--- config.mk ---
export PLATFORM = sky130hd
export DESIGN_NAME = mc_sequencer
export DESIGN_NICKNAME = d
export VERILOG_FILES = /design/src/rtl/mc_sequencer.sv
export SDC_FILE = /design/constraint.sdc
export NUM_CORES = 1
export LEC_CHECK = 0
export CORE_MARGIN = 1
export CORE_UTILIZATION = 28
export DETAILED_ROUTE_END_ITERATION = 8
export HOLD_SLACK_MARGIN = 0.08
export PLACE_DENSITY = 0.53
export SYNTH_ARGS = -nofsm -noshare
export SYNTH_HDL_FRONTEND = slang
export SYNTH_SLANG_ARGS = --single-unit
--- constraint.sdc ---
create_clock -name clk -period 5.2 [get_ports clk]
set_input_delay 0.52 -clock clk [delete_from_list [all_inputs] [get_ports clk]]
set_output_delay 0.52 -clock clk [all_outputs]
set_load 0.03 [all_outputs]
--- src/rtl/mc_sequencer.sv ---
// Multi-cycle control sequencer for the MIPS core: walks the shared datapath through
// fetch/decode/execute/memory/writeback, owns the memory handshakes and counts retirements.
module mc_sequencer #(
  parameter int CNT_W   = 32,
  parameter int TIMEOUT = 255
) (
  input  logic             clk,
  input  logic             rst,
  input  logic [2:0]       itype,
  input  logic             is_store,
  input  logic             alu_zero,
  input  logic             imem_ack,
  input  logic             dmem_ack,
  output logic             imem_req,
  output logic             ir_we,
  output logic             dmem_req,
  output logic             dmem_we,
  output logic             rf_we,
  output logic             rf_wsel,
  output logic             pc_we,
  output logic [1:0]       pc_sel,
  output logic             retire,
  output logic             illegal,
  output logic             bus_err,
  output logic [2:0]       state,
  output logic [CNT_W-1:0] retire_cnt
);

  typedef enum logic [2:0] {
    S_IF  = 3'd0,
    S_ID  = 3'd1,
    S_EX  = 3'd2,
    S_MEM = 3'd3,
    S_WB  = 3'd4
  } state_t;

  localparam logic [2:0] C_R = 3'b010;
  localparam logic [2:0] C_I = 3'b011;
  localparam logic [2:0] C_S = 3'b100;
  localparam logic [2:0] C_B = 3'b101;
  localparam logic [2:0] C_J = 3'b110;

  // The wait counter only has to reach TIMEOUT, where it saturates.
  localparam int WAIT_W = (TIMEOUT < 2) ? 1 : $clog2(TIMEOUT + 1);
  localparam logic [WAIT_W-1:0] WAIT_MAX  = WAIT_W'(TIMEOUT);
  localparam logic [WAIT_W-1:0] WAIT_LAST = WAIT_W'((TIMEOUT == 0) ? 0 : TIMEOUT - 1);

  state_t            cur;
  state_t            nxt;
  logic [2:0]        itype_q;
  logic [WAIT_W-1:0] wait_cnt;
  logic              expired;
  logic              waiting;

  assign state   = cur;
  assign expired = (TIMEOUT != 0) && (wait_cnt == WAIT_LAST);
  assign waiting = ((cur == S_IF) && !imem_ack) || ((cur == S_MEM) && !dmem_ack);

  always_ff @(posedge clk) begin
    if (rst) begin
      cur        <= S_IF;
      itype_q    <= 3'd0;
      wait_cnt   <= '0;
      retire_cnt <= '0;
    end else begin
      cur        <= nxt;
      retire_cnt <= retire_cnt + CNT_W'(retire);
      if (cur == S_ID)
        itype_q <= itype;
      if ((nxt != cur) || bus_err)
        wait_cnt <= '0;
      else if (waiting && (wait_cnt != WAIT_MAX))
        wait_cnt <= wait_cnt + 1'b1;
    end
  end

  // Reset forces every control output low, even while the state register still holds MEM.
  always_comb begin
    nxt      = cur;
    imem_req = 1'b0;
    ir_we    = 1'b0;
    dmem_req = 1'b0;
    dmem_we  = 1'b0;
    rf_we    = 1'b0;
    rf_wsel  = 1'b0;
    pc_we    = 1'b0;
    pc_sel   = 2'd0;
    retire   = 1'b0;
    illegal  = 1'b0;
    bus_err  = 1'b0;
    if (!rst) begin
      case (cur)
        S_IF: begin
          imem_req = 1'b1;
          if (imem_ack) begin
            ir_we = 1'b1;
            nxt   = S_ID;
          end else if (expired) begin
            bus_err = 1'b1;
          end
        end
        S_ID: begin
          case (itype)
            C_R, C_I, C_S, C_B: nxt = S_EX;
            C_J: begin
              pc_we  = 1'b1;
              pc_sel = 2'd2;
              retire = 1'b1;
              nxt    = S_IF;
            end
            default: begin
              illegal = 1'b1;
              pc_we   = 1'b1;
              nxt     = S_IF;
            end
          endcase
        end
        S_EX: begin
          case (itype_q)
            C_R, C_I: begin
              rf_we  = 1'b1;
              pc_we  = 1'b1;
              retire = 1'b1;
              nxt    = S_IF;
            end
            C_B: begin
              pc_we  = 1'b1;
              pc_sel = alu_zero ? 2'd0 : 2'd1;
              retire = 1'b1;
              nxt    = S_IF;
            end
            C_S:     nxt = S_MEM;
            default: nxt = S_IF;
          endcase
        end
        S_MEM: begin
          dmem_req = 1'b1;
          dmem_we  = is_store;
          if (dmem_ack) begin
            if (is_store) begin
              pc_we  = 1'b1;
              retire = 1'b1;
              nxt    = S_IF;
            end else begin
              nxt = S_WB;
            end
          end else if (expired) begin
            bus_err = 1'b1;
            nxt     = S_IF;
          end
        end
        S_WB: begin
          rf_we   = 1'b1;
          rf_wsel = 1'b1;
          pc_we   = 1'b1;
          retire  = 1'b1;
          nxt     = S_IF;
        end
        default: nxt = S_IF;
      endcase
    end
  end

endmodule

==> metrics.log <==
[metrics] layout overhead on the synthesized area: 32.0%
[metrics] Antenna Violating Nets Remaining: 0
[metrics] total via count after detailed routing: 2280
[metrics] share of total power in sequential cells: 49.3%
[metrics] Critical Path End: retire_cnt[31]$_SDFF_PP0_
[metrics] critical path endpoint category: flop
[metrics] NumNets Final: 346
[metrics] gate count after technology mapping: 285
[metrics] required time of the worst setup path: 5440 ps
[metrics] initial core utilization: 28.8%
[metrics] Resized Gates After CTS: 0
[metrics] EDFF count, synth: 0
[metrics] post-synthesis cell area: 0.00237 mm2
[metrics] highest net fanout along the worst path: 14
[metrics] Max Clock Skew: 10.4 ps
[metrics] RR Endpoint: retire_cnt[31]$_SDFF_PP0_
[metrics] synthesized netlist net count: 298
[metrics] antenna diode count: 0
[metrics] largest cells by area after synthesis: dfxtp_1 (39%), a21oi_1 (5.5%), or4_1 (4.1%), nor2_1 (4.0%), nand2_1 (3.2%)
[metrics] max capacitance violation total: 0
[metrics] synth warn: 0
[metrics] total number of H-tree levels: 2
[metrics] Static Leakage: 0.000954 uW
[metrics] filler cell count in the final layout: 831
[metrics] number of buffers inserted during clock tree synthesis: 5
[metrics] sinks on the clock net: 46
[metrics] I/O pin count: 56
[metrics] synthesis-stage register bit count: 46
[metrics] crit path DAT: 3840 ps
[metrics] die area: 0.00883 mm2
[metrics] drt total wl: 6090 um
[metrics] clock tree from TritonCTS: yes
[metrics] Pint: 568 uW
[metrics] worst reg2reg startpoint: state[1]$_SDFF_PP0_
[metrics] Die X-Extent: 94.0 um
[metrics] worst-skew pair later-pin latency: 300 ps
[metrics] Comb power frac: 6.6%
[metrics] detailed-placement wirelength estimate: 4240 um
[metrics] DRC violation count after routing: 0
[metrics] portion of synthesized cell area occupied by the leading cell type: 38.9%
[metrics] gr usage total: 14.4%
[metrics] Psw: 164 uW
[metrics] Final GP Congestion: 0.784
[metrics] total count of hold-check failures in the final report: 0
[metrics] fraction of the cycle the final worst path needs: 69.3%
[metrics] area leader, netlist: dfxtp_1
[metrics] post-route setup TNS: 0 ps
[metrics] core footprint: 0.00822 mm2
[metrics] worst slew margin relative to its limit: 51.2%
[metrics] Worst Setup Start Kind: flop
[metrics] crit path launch: state[1]$_SDFF_PP0_
[metrics] number of antenna violations at the first check in global routing: 0
[metrics] Post-Layout Cell Count: 439
[metrics] CTS hold repair buffers: 0
[metrics] type of the worst setup path: flop to flop
[metrics] switching share of power: 22.4%
[metrics] Post-CTS Setup Repair Bufs: 0
[metrics] # port buffers: 55
[metrics] Cell variety after synth: 44
[metrics] site row count: 33
[metrics] portion of the post-synthesis area used by sequential elements: 38.9%
[metrics] total iterations of the first detailed-routing run: 4
[metrics] timing-limited maximum frequency: 278 MHz
[metrics] DRC violation total after the first TritonRoute iteration: 58
[metrics] clock network fraction of design power: 44.1%
[metrics] number of global-route vias before repair: 2070
[metrics] leading register cell type out of synthesis: dfxtp_1
[metrics] Final Max Tran Viols: 0
[metrics] maximum VDD drop: 0.117 mV
[metrics] post-synthesis area per instance: 8.31 um2
[metrics] Slew @ Worst Pin: 731 ps
[metrics] routed vias/inst: 5.19
[metrics] maximum number of pins on one net before global-route repair: 50
[metrics] run status: finished clean
[metrics] placed cell count: 431
[metrics] share of layout cells above drive strength 1: 4.79%
[metrics] Hold Path Class: flop to flop
[metrics] wire length per cell after detailed routing: 13.9 um
[metrics] number of setup violations in the final report: 0
[metrics] path depth of the worst reg2reg path: 9
[metrics] share of flip-flops with an asynchronous set or reset: 0%
[metrics] Die Span Y: 94.0 um
[metrics] number of buffers on the longest clock path: 2
[metrics] Clk pin slew, worst setup/hold paths: 90 ps
[metrics] power per cell area: 234 mW/mm2
[metrics] global-route wire length before repair: 10000 um
[metrics] min cycle time layout: 3600 ps
[metrics] master cell of the clock root buffer: clkbuf_8
[metrics] worst setup slack for register-to-register paths: 1600 ps
[metrics] unrepaired setup endpoints after global routing: false
[metrics] grt total ovfl: 0
## critical path, stage by stage (launching register included)
cell and delay (ps):
dfxtp_1 610, nor4bb_1 630, a21oi_1 150, o32a_1 200, a21oi_1 230, ha_1 270
nand3_1 190, or4_1 620, or4_1 500, a21oi_1 140
## layout make-up
class	count	area [um2]	share of cell area, %
clock buffer	5	68.8	2.20
clock inverter	3	68.8	2.20
inverter	6	22.5	0.721
multi-input combinational	218	1360	43.5
sequential	46	921	29.5
tap	105	131	4.21
timing repair buffer	56	553	17.7
## registers in the layout, indices dropped and copies added (netlist names)
| register | flops |
|---|---|
| state | 3 |
| itype_q | 3 |
| retire_cnt | 32 |
| wait_cnt | 8 |
## power by group through the flow
stage / Combinational, uW / Clock (uW) / Sequential [uW]
after CTS: 48.9 / 332 / 360
after global routing: 53.0 / 348 / 361
after floorplan: 29.5 / 0 / 368
final: 48.4 / 323 / 361
after global placement: 48.8 / 0 / 369
after detailed placement: 48.8 / 0 / 369
## cell families after synthesis
family | count (synthesis) | share of synthesized area, %
simple gates | 138 | 33.3
buf+inv | 21 | 3.70
flops | 46 | 38.9
fa+ha+maj | 4 | 2.11
compound gates | 61 | 16.3
mux | 1 | 0.476
xor+xnor | 14 | 5.18
## placed cells by master, fill, tap and decap left out, types with 2 or more instances in the layout
cell type and count:
nor3_1 9, a2111oi_0 3, clkdlybuf4s50_1 54, nor2b_1 7
a221oi_1 2, xor2_1 6, nor4_1 3, a311oi_1 2
inv_1 6, and4_1 4, nor3b_1 3, bufinv_16 2
nand2_1 20, o21ai_0 9, nand4_2 2, or4_1 13
a211oi_1 3, ha_1 4, nor4b_1 4, nor2_1 25
xnor2_1 8, o31ai_1 9, clkbuf_8 5, dfxtp_1 46
and2_1 4, or3_1 10, nand4_1 9, a41oi_1 2
a21oi_1 26, nand3b_1 3, nand3_1 13, or2_2 2
and3_1 3
## how the worst min path moves through the flow
stage / startpoint / endpoint / slack [ps] / depth (start not counted)
detailed placement: retire_cnt[31]$_SDFF_PP0_ / retire_cnt[31]$_SDFF_PP0_ / 470 / 2
floorplan: itype_q[1]$_SDFFE_PP0P_ / itype_q[1]$_SDFFE_PP0P_ / 450 / 2
CTS: retire_cnt[31]$_SDFF_PP0_ / retire_cnt[31]$_SDFF_PP0_ / 490 / 2
global placement: retire_cnt[31]$_SDFF_PP0_ / retire_cnt[31]$_SDFF_PP0_ / 470 / 2
global route: retire_cnt[31]$_SDFF_PP0_ / retire_cnt[31]$_SDFF_PP0_ / 510 / 2
finish: retire_cnt[31]$_SDFF_PP0_ / retire_cnt[31]$_SDFF_PP0_ / 490 / 2
## metal layers
metal / up-vias / global-route usage, % / routed length [um]
met5: - / 0 / 0
met4: 0 / 4.23 / 99
met3: 8 / 3.96 / 287
met2: 54 / 22.4 / 2640
met1: 1051 / 19.2 / 3060
li1: 1167 / - / -
## metrics by stage
| step | hold slack [ps] | worst slack, ps | utilization [%] | power, uW | cell area [um2] |
|---|---|---|---|---|---|
| after detailed placement | 472 | 1580 | 36.3 | 417 | 2990 |
| after global placement | 466 | 1670 | 36.3 | 417 | 2990 |
| after CTS | 487 | 1580 | 38.0 | 741 | 3120 |
| final | 486 | 1600 | 38.0 | 732 | 3120 |
| after floorplan | 453 | 1330 | - | 397 | 2370 |
| after global routing | 511 | 1230 | 38.0 | 762 | 3120 |
## cell usage after synthesis, types with 2 or more instances
cell type,number
a2111oi_0,3
a211oi_1,3
a21oi_1,26
a221oi_1,2
a311oi_1,2
a41oi_1,2
and2_1,4
and3_1,3
and4_1,4
clkbuf_1,12
dfxtp_1,46
ha_1,4
inv_1,6
nand2_1,20
nand3_1,13
nand3b_1,3
nand4_1,9
nand4_2,2
nor2_1,25
nor2b_1,7
nor3_1,9
nor3b_1,3
nor4_1,3
nor4b_1,4
o21ai_0,9
o31ai_1,9
or2_2,2
or3_1,10
or4_1,13
xnor2_1,8
xor2_1,6
Note: power is estimated with default switching activity, not from simulation.
==> RTL change 1 (same flow settings) <==
`CNT_W`: 32 -> 64.
--- a/src/rtl/mc_sequencer.sv
+++ b/src/rtl/mc_sequencer.sv
@@ -2,5 +2,5 @@
 // fetch/decode/execute/memory/writeback, owns the memory handshakes and counts retirements.
 module mc_sequencer #(
-  parameter int CNT_W   = 32,
+  parameter int CNT_W   = 64,
   parameter int TIMEOUT = 255
 ) (
Ports: changed (resized retire_cnt); port bits go from 56 to 88. The function was not compared with the original's and may differ.
==> RTL change 1 against the original RTL <==
Setup slack got worse by 0.65 ns; sequential cell count increased by 32; routed wire length increased by 60%; total power increased by 70%; via count increased by 58%; design area increased by 65%; final cell count increased by 63%; utilization increased by 0.71 points; maximum frequency decreased by 15%; worst hold slack improved by 0.0063 ns; area after synthesis increased by 62%; first-iteration DRC count increased to 3.7 times the old value; critical path type unchanged; critical endpoint is now retire_cnt[60]; largest power group unchanged.
==> RTL change 1: results <==
export IMPL_grt_usage_pct=14.2
export IMPL_clk_pin_slew_ns=0.06
export IMPL_drcViolationCount=0
export IMPL_use_met1_pct=18.4
export IMPL_worstMarginPinSlew_ns=0.817
export IMPL_async_flop_share_pct=0
export IMPL_yosys_top_cells_area="dfxtp_1 41%, xor2_1 7.1%, nor2_1 5.8%"
export IMPL_io_buffers=87
export IMPL_drt_iter0_markers=217
export IMPL_cp_arrival_ns=4.51
export IMPL_antenna_found_initial=0
export IMPL_firstDrtPassIters=5
export IMPL_skew_ns=0.00992
export IMPL_synth_commonest_cells="78 x dfxtp_1, 59 x nor2_1, 31 x xor2_1, 30 x nand2_1, 29 x a21oi_1"
export IMPL_max_stage_delay_ns=0.78
export IMPL_avgViaCountPerCell=5.01
export IMPL_cp_startpoint="state[2]"
export IMPL_synth_cell_types=45
export IMPL_status="complete, no violations"
export IMPL_place_gp_congestion=0.766
export IMPL_setup_tns_ns=0
export IMPL_reg_top3="retire_cnt (64), wait_cnt (8)"
export IMPL_vdd_ir_drop_max_mv=0.169
export IMPL_grt_max_degree=79
export IMPL_met2_usage_pct=20.8
export IMPL_synth_nets=467
export IMPL_antenna_cells=0
export IMPL_cp_max_fo=17
export IMPL_cp_slowest_cell="nor4_4"
export IMPL_place_hpwl_um=6930
export IMPL_htree_levels=3
export IMPL_yosysMostFrequentCell="dfxtp_1"
export IMPL_clockRootBuffer="clkbuf_16"
export IMPL_hold_start="retire_cnt[63]"
export IMPL_drive_above_1_share_pct=5.36
export IMPL_insertion_delay_ns=0.34
export IMPL_met3_usage_pct=6.56
export IMPL_grt_pass1_wl_um=15900
export IMPL_crit_reg2reg_launch="state[2]"
export IMPL_num_nets_final=550
export IMPL_cts_buffers=9
export IMPL_p_leak_nw=1.67
export IMPL_placed_area_um2=4870
export IMPL_n_fill_cell=1359
export IMPL_grt_pass1_vias=3178
export IMPL_wire_per_inst_um=13.6
export IMPL_seq_area_frac_synth_pct=40.7
## RTL change 1: changes by cell type in the layout (fill, tap and decap cells not counted), sizes merged, moves of 7 or more
cell	delta
and3	+11
clkbuf	+7
clkdlybuf4s50	+32
dfxtp	+32
nand2	+10
nand3	+14
nand4	+16
nor2	+34
nor4	+9
xnor2	+8
xor2	+25
## RTL change 1: worst paths after layout
| check | cells after the start | slack, ns | to |
|---|---|---|---|
| max reg2reg | 11 | 0.95 | retire_cnt[60] |
| min reg2reg | 2 | 0.49 | retire_cnt[63] |
| max | 11 | 0.95 | retire_cnt[60] |
| min | 2 | 0.49 | retire_cnt[63] |
## RTL change 1: where the power goes
group / internal, mW / switching (mW) / leakage [nW]
clock network: 0.346 / 0.242 / 0.131
logic: 0.0202 / 0.0317 / 0.912
registers: 0.601 / 0.00369 / 0.629
total: 0.966 / 0.277 / 1.67
## RTL change 1: cell families (layout without fill, tap and decap cells)
group / Yosys count / count (layout) / share of synthesized area [%]
AND/OR/NAND/NOR: 231 / 231 / 33.8
adder cells (fa/ha/maj): 4 / 4 / 1.30
multiplexers: 2 / 2 / 0.521
AO/OA/AOI/OAI: 64 / 64 / 9.97
flip-flops: 78 / 78 / 40.7
buffers and inverters: 28 / 115 / 3.03
XOR/XNOR: 47 / 47 / 10.7
## RTL change 1: per-layer routing
layer,vias up,wire [um]
met5,-,0
met4,0,88
met3,8,715
met2,104,4260
met1,1677,4660
li1,1803,-
## RTL change 1: through the flow
stage / cells / util, % / hold WS, ns / power (mW) / worst slack (ns)
2_1_floorplan: 454 / - / 0.466 / 0.649 / 1.09
3_3_place_gp: 702 / 36.7 / 0.471 / 0.669 / 1.04
3_5_place_dp: 702 / 36.7 / 0.484 / 0.670 / 0.885
4_1_cts: 717 / 38.7 / 0.494 / 1.27 / 0.912
5_1_grt: 717 / 38.7 / 0.520 / 1.29 / 0.505
6_report: 717 / 38.7 / 0.492 / 1.24 / 0.949
## RTL change 1: worst reg2reg max path: stages, from the launching register on
cell	delay, ns
dfxtp_1	0.47
nand2b_1	0.24
nor4b_1	0.34
nand2_1	0.14
a211o_1	0.29
a31oi_1	0.29
ha_1	0.26
nand3_1	0.21
nor4_4	0.78
nand4_1	0.52
or3_1	0.49
a21oi_1	0.15
## RTL change 1: layout make-up
class / count / area, um^2 / area share (%)
clock buffer: 12 / 256 / 4.98
clock inverter: 3 / 20.0 / 0.389
inverter: 9 / 33.8 / 0.656
multi-input combinational: 348 / 2160 / 42.0
sequential: 78 / 1560 / 30.3
tap: 176 / 220 / 4.28
timing repair buffer: 91 / 896 / 17.4
==> RTL change 2 (same flow settings) <==
Made on the original files. Put one more register stage on the output `retire_cnt`, with the module's reset. The value now appears one clock later. The other outputs are not delayed to match.
--- a/src/rtl/mc_sequencer.sv
+++ b/src/rtl/mc_sequencer.sv
@@ -46,4 +46,6 @@
   localparam logic [WAIT_W-1:0] WAIT_LAST = WAIT_W'((TIMEOUT == 0) ? 0 : TIMEOUT - 1);
 
+  logic [CNT_W-1:0] retire_cnt_s0;
+
   state_t            cur;
   state_t            nxt;
@@ -62,8 +64,8 @@
       itype_q    <= 3'd0;
       wait_cnt   <= '0;
-      retire_cnt <= '0;
+      retire_cnt_s0 <= '0;
     end else begin
       cur        <= nxt;
-      retire_cnt <= retire_cnt + CNT_W'(retire);
+      retire_cnt_s0 <= retire_cnt_s0 + CNT_W'(retire);
       if (cur == S_ID)
         itype_q <= itype;
@@ -162,4 +164,12 @@
   end
 
+  always_ff @(posedge clk) begin
+    if (rst) begin
+      retire_cnt <= '0;
+    end else begin
+      retire_cnt <= retire_cnt_s0;
+    end
+  end
+
 endmodule
 
Check against the original RTL: not equivalent (a bounded check fails within 4 cycles, from zero or initial values and one cycle with rst high).
==> RTL change 2 against the original RTL <==
Setup slack improved by 0.11 ns; area after synthesis rose by 39%; global-route usage fell by 2.8 points; largest cell class unchanged; design area rose by 36%; largest power group unchanged; count of clock-buffer cells in the layout rose by 4; non-clock buffer count did not move; routed wire length rose by 14%; sequential cell count rose by 32; total power rose by 72%; clock power rose by 85%; utilization fell by 0.97 points.
==> RTL change 2: results <==
export IMPL_worstMarginPinSlew_ns=1.08
export IMPL_drive_above_1_share_pct=5.74
export IMPL_synth_compound_area_share_pct=7.55
export IMPL_num_nets_final=426
export IMPL_dp_cells=545
export IMPL_reg2regPathDepth=8
export IMPL_top_layer="met4"
export IMPL_cp_arrival_ns=3.72
export IMPL_synth_commonest_cells="78 x dfxtp_1, 38 x nor2_1, 32 x nor2b_1, 20 x nand2_1, 19 x nor3_1"
export IMPL_use_met1_pct=15.5
export IMPL_wirelength_um=6950
export IMPL_pre_cts_ws_ns=1.76
export IMPL_cts_buffers=9
export IMPL_firstDrtPassIters=5
export IMPL_htree_levels=3
export IMPL_status="complete, no violations"
export IMPL_vias=2639
export IMPL_seq_area_frac_synth_pct=47.3
export IMPL_p_leak_nw=1.48
export IMPL_p_int_mw=0.953
export IMPL_met1Wirelength_um=3440
export IMPL_place_gp_congestion=0.783
export IMPL_place_hpwl_um=4900
export IMPL_hold_depth=1
export IMPL_hold_start="retire_cnt_s0[0]"
export IMPL_dr_wl_met2_um=3170
export IMPL_drt_iter0_markers=129
export IMPL_cp_slowest_cell="nor3b_1"
export IMPL_synth_cell_types=47
export IMPL_grt_max_degree=52
export IMPL_multi_input_area_um2=1630
export IMPL_cp_startpoint="state[0]"
export IMPL_period_needed_ns=3.50
export IMPL_async_flop_share_pct=0
export IMPL_met2_usage_pct=18.1
export IMPL_synth_nets=375
export IMPL_vdd_ir_drop_max_mv=0.144
export IMPL_reg_top3="retire_cnt (32), retire_cnt_s0 (32), wait_cnt (8)"
export IMPL_wl_met3_um=262
export IMPL_met3_usage_pct=2.85
export IMPL_yosys_top_cells_area="dfxtp_1 47%, nor2b_1 6.1%, nor2_1 4.3%"
export IMPL_r2r_slack_ns=1.70
export IMPL_critPathKind="flip-flop to flip-flop"
export IMPL_clk_pin_slew_ns=0.06
export IMPL_placed_area_um2=3960
export IMPL_n_fill_cell=1143
export IMPL_synthAdderAreaFrac_pct=1.52
export IMPL_grt_pass1_wl_um=11700
export IMPL_max_stage_delay_ns=0.90
export IMPL_worstHoldEndpoint="retire_cnt[0]"
export IMPL_critical_path_top_delay_family="simple AND/OR/NAND/NOR gates"
export IMPL_r2r_end="retire_cnt_s0[31]"
export IMPL_clockRootBuffer="clkbuf_16"
## RTL change 2: power by group through the flow
| stage | sequential, mW | clock [mW] | combinational (mW) |
|---|---|---|---|
| after CTS | 0.605 | 0.622 | 0.0540 |
| final | 0.605 | 0.597 | 0.0539 |
| after floorplan | 0.618 | 0 | 0.0346 |
| after global routing | 0.605 | 0.645 | 0.0594 |
| after global placement | 0.618 | 0 | 0.0535 |
| after detailed placement | 0.618 | 0 | 0.0537 |
## RTL change 2: final cells by class
type | count | share of cell area [%]
Multi-Input combinational cell | 257 | 38.3
Sequential cell | 78 | 36.7
Timing Repair Buffer | 56 | 13.0
Clock buffer | 9 | 5.30
Tap cell | 143 | 4.21
Clock inverter | 7 | 1.44
Inverter | 11 | 0.972
## RTL change 2: cells by family after synthesis
kind of cell             Yosys count
buffers and inverters             27
multiplexers                      14
AND/OR/NAND/NOR                  182
AO/OA/AOI/OAI                     40
XOR/XNOR                          17
adder cells (fa/ha/maj)            4
flip-flops                        78
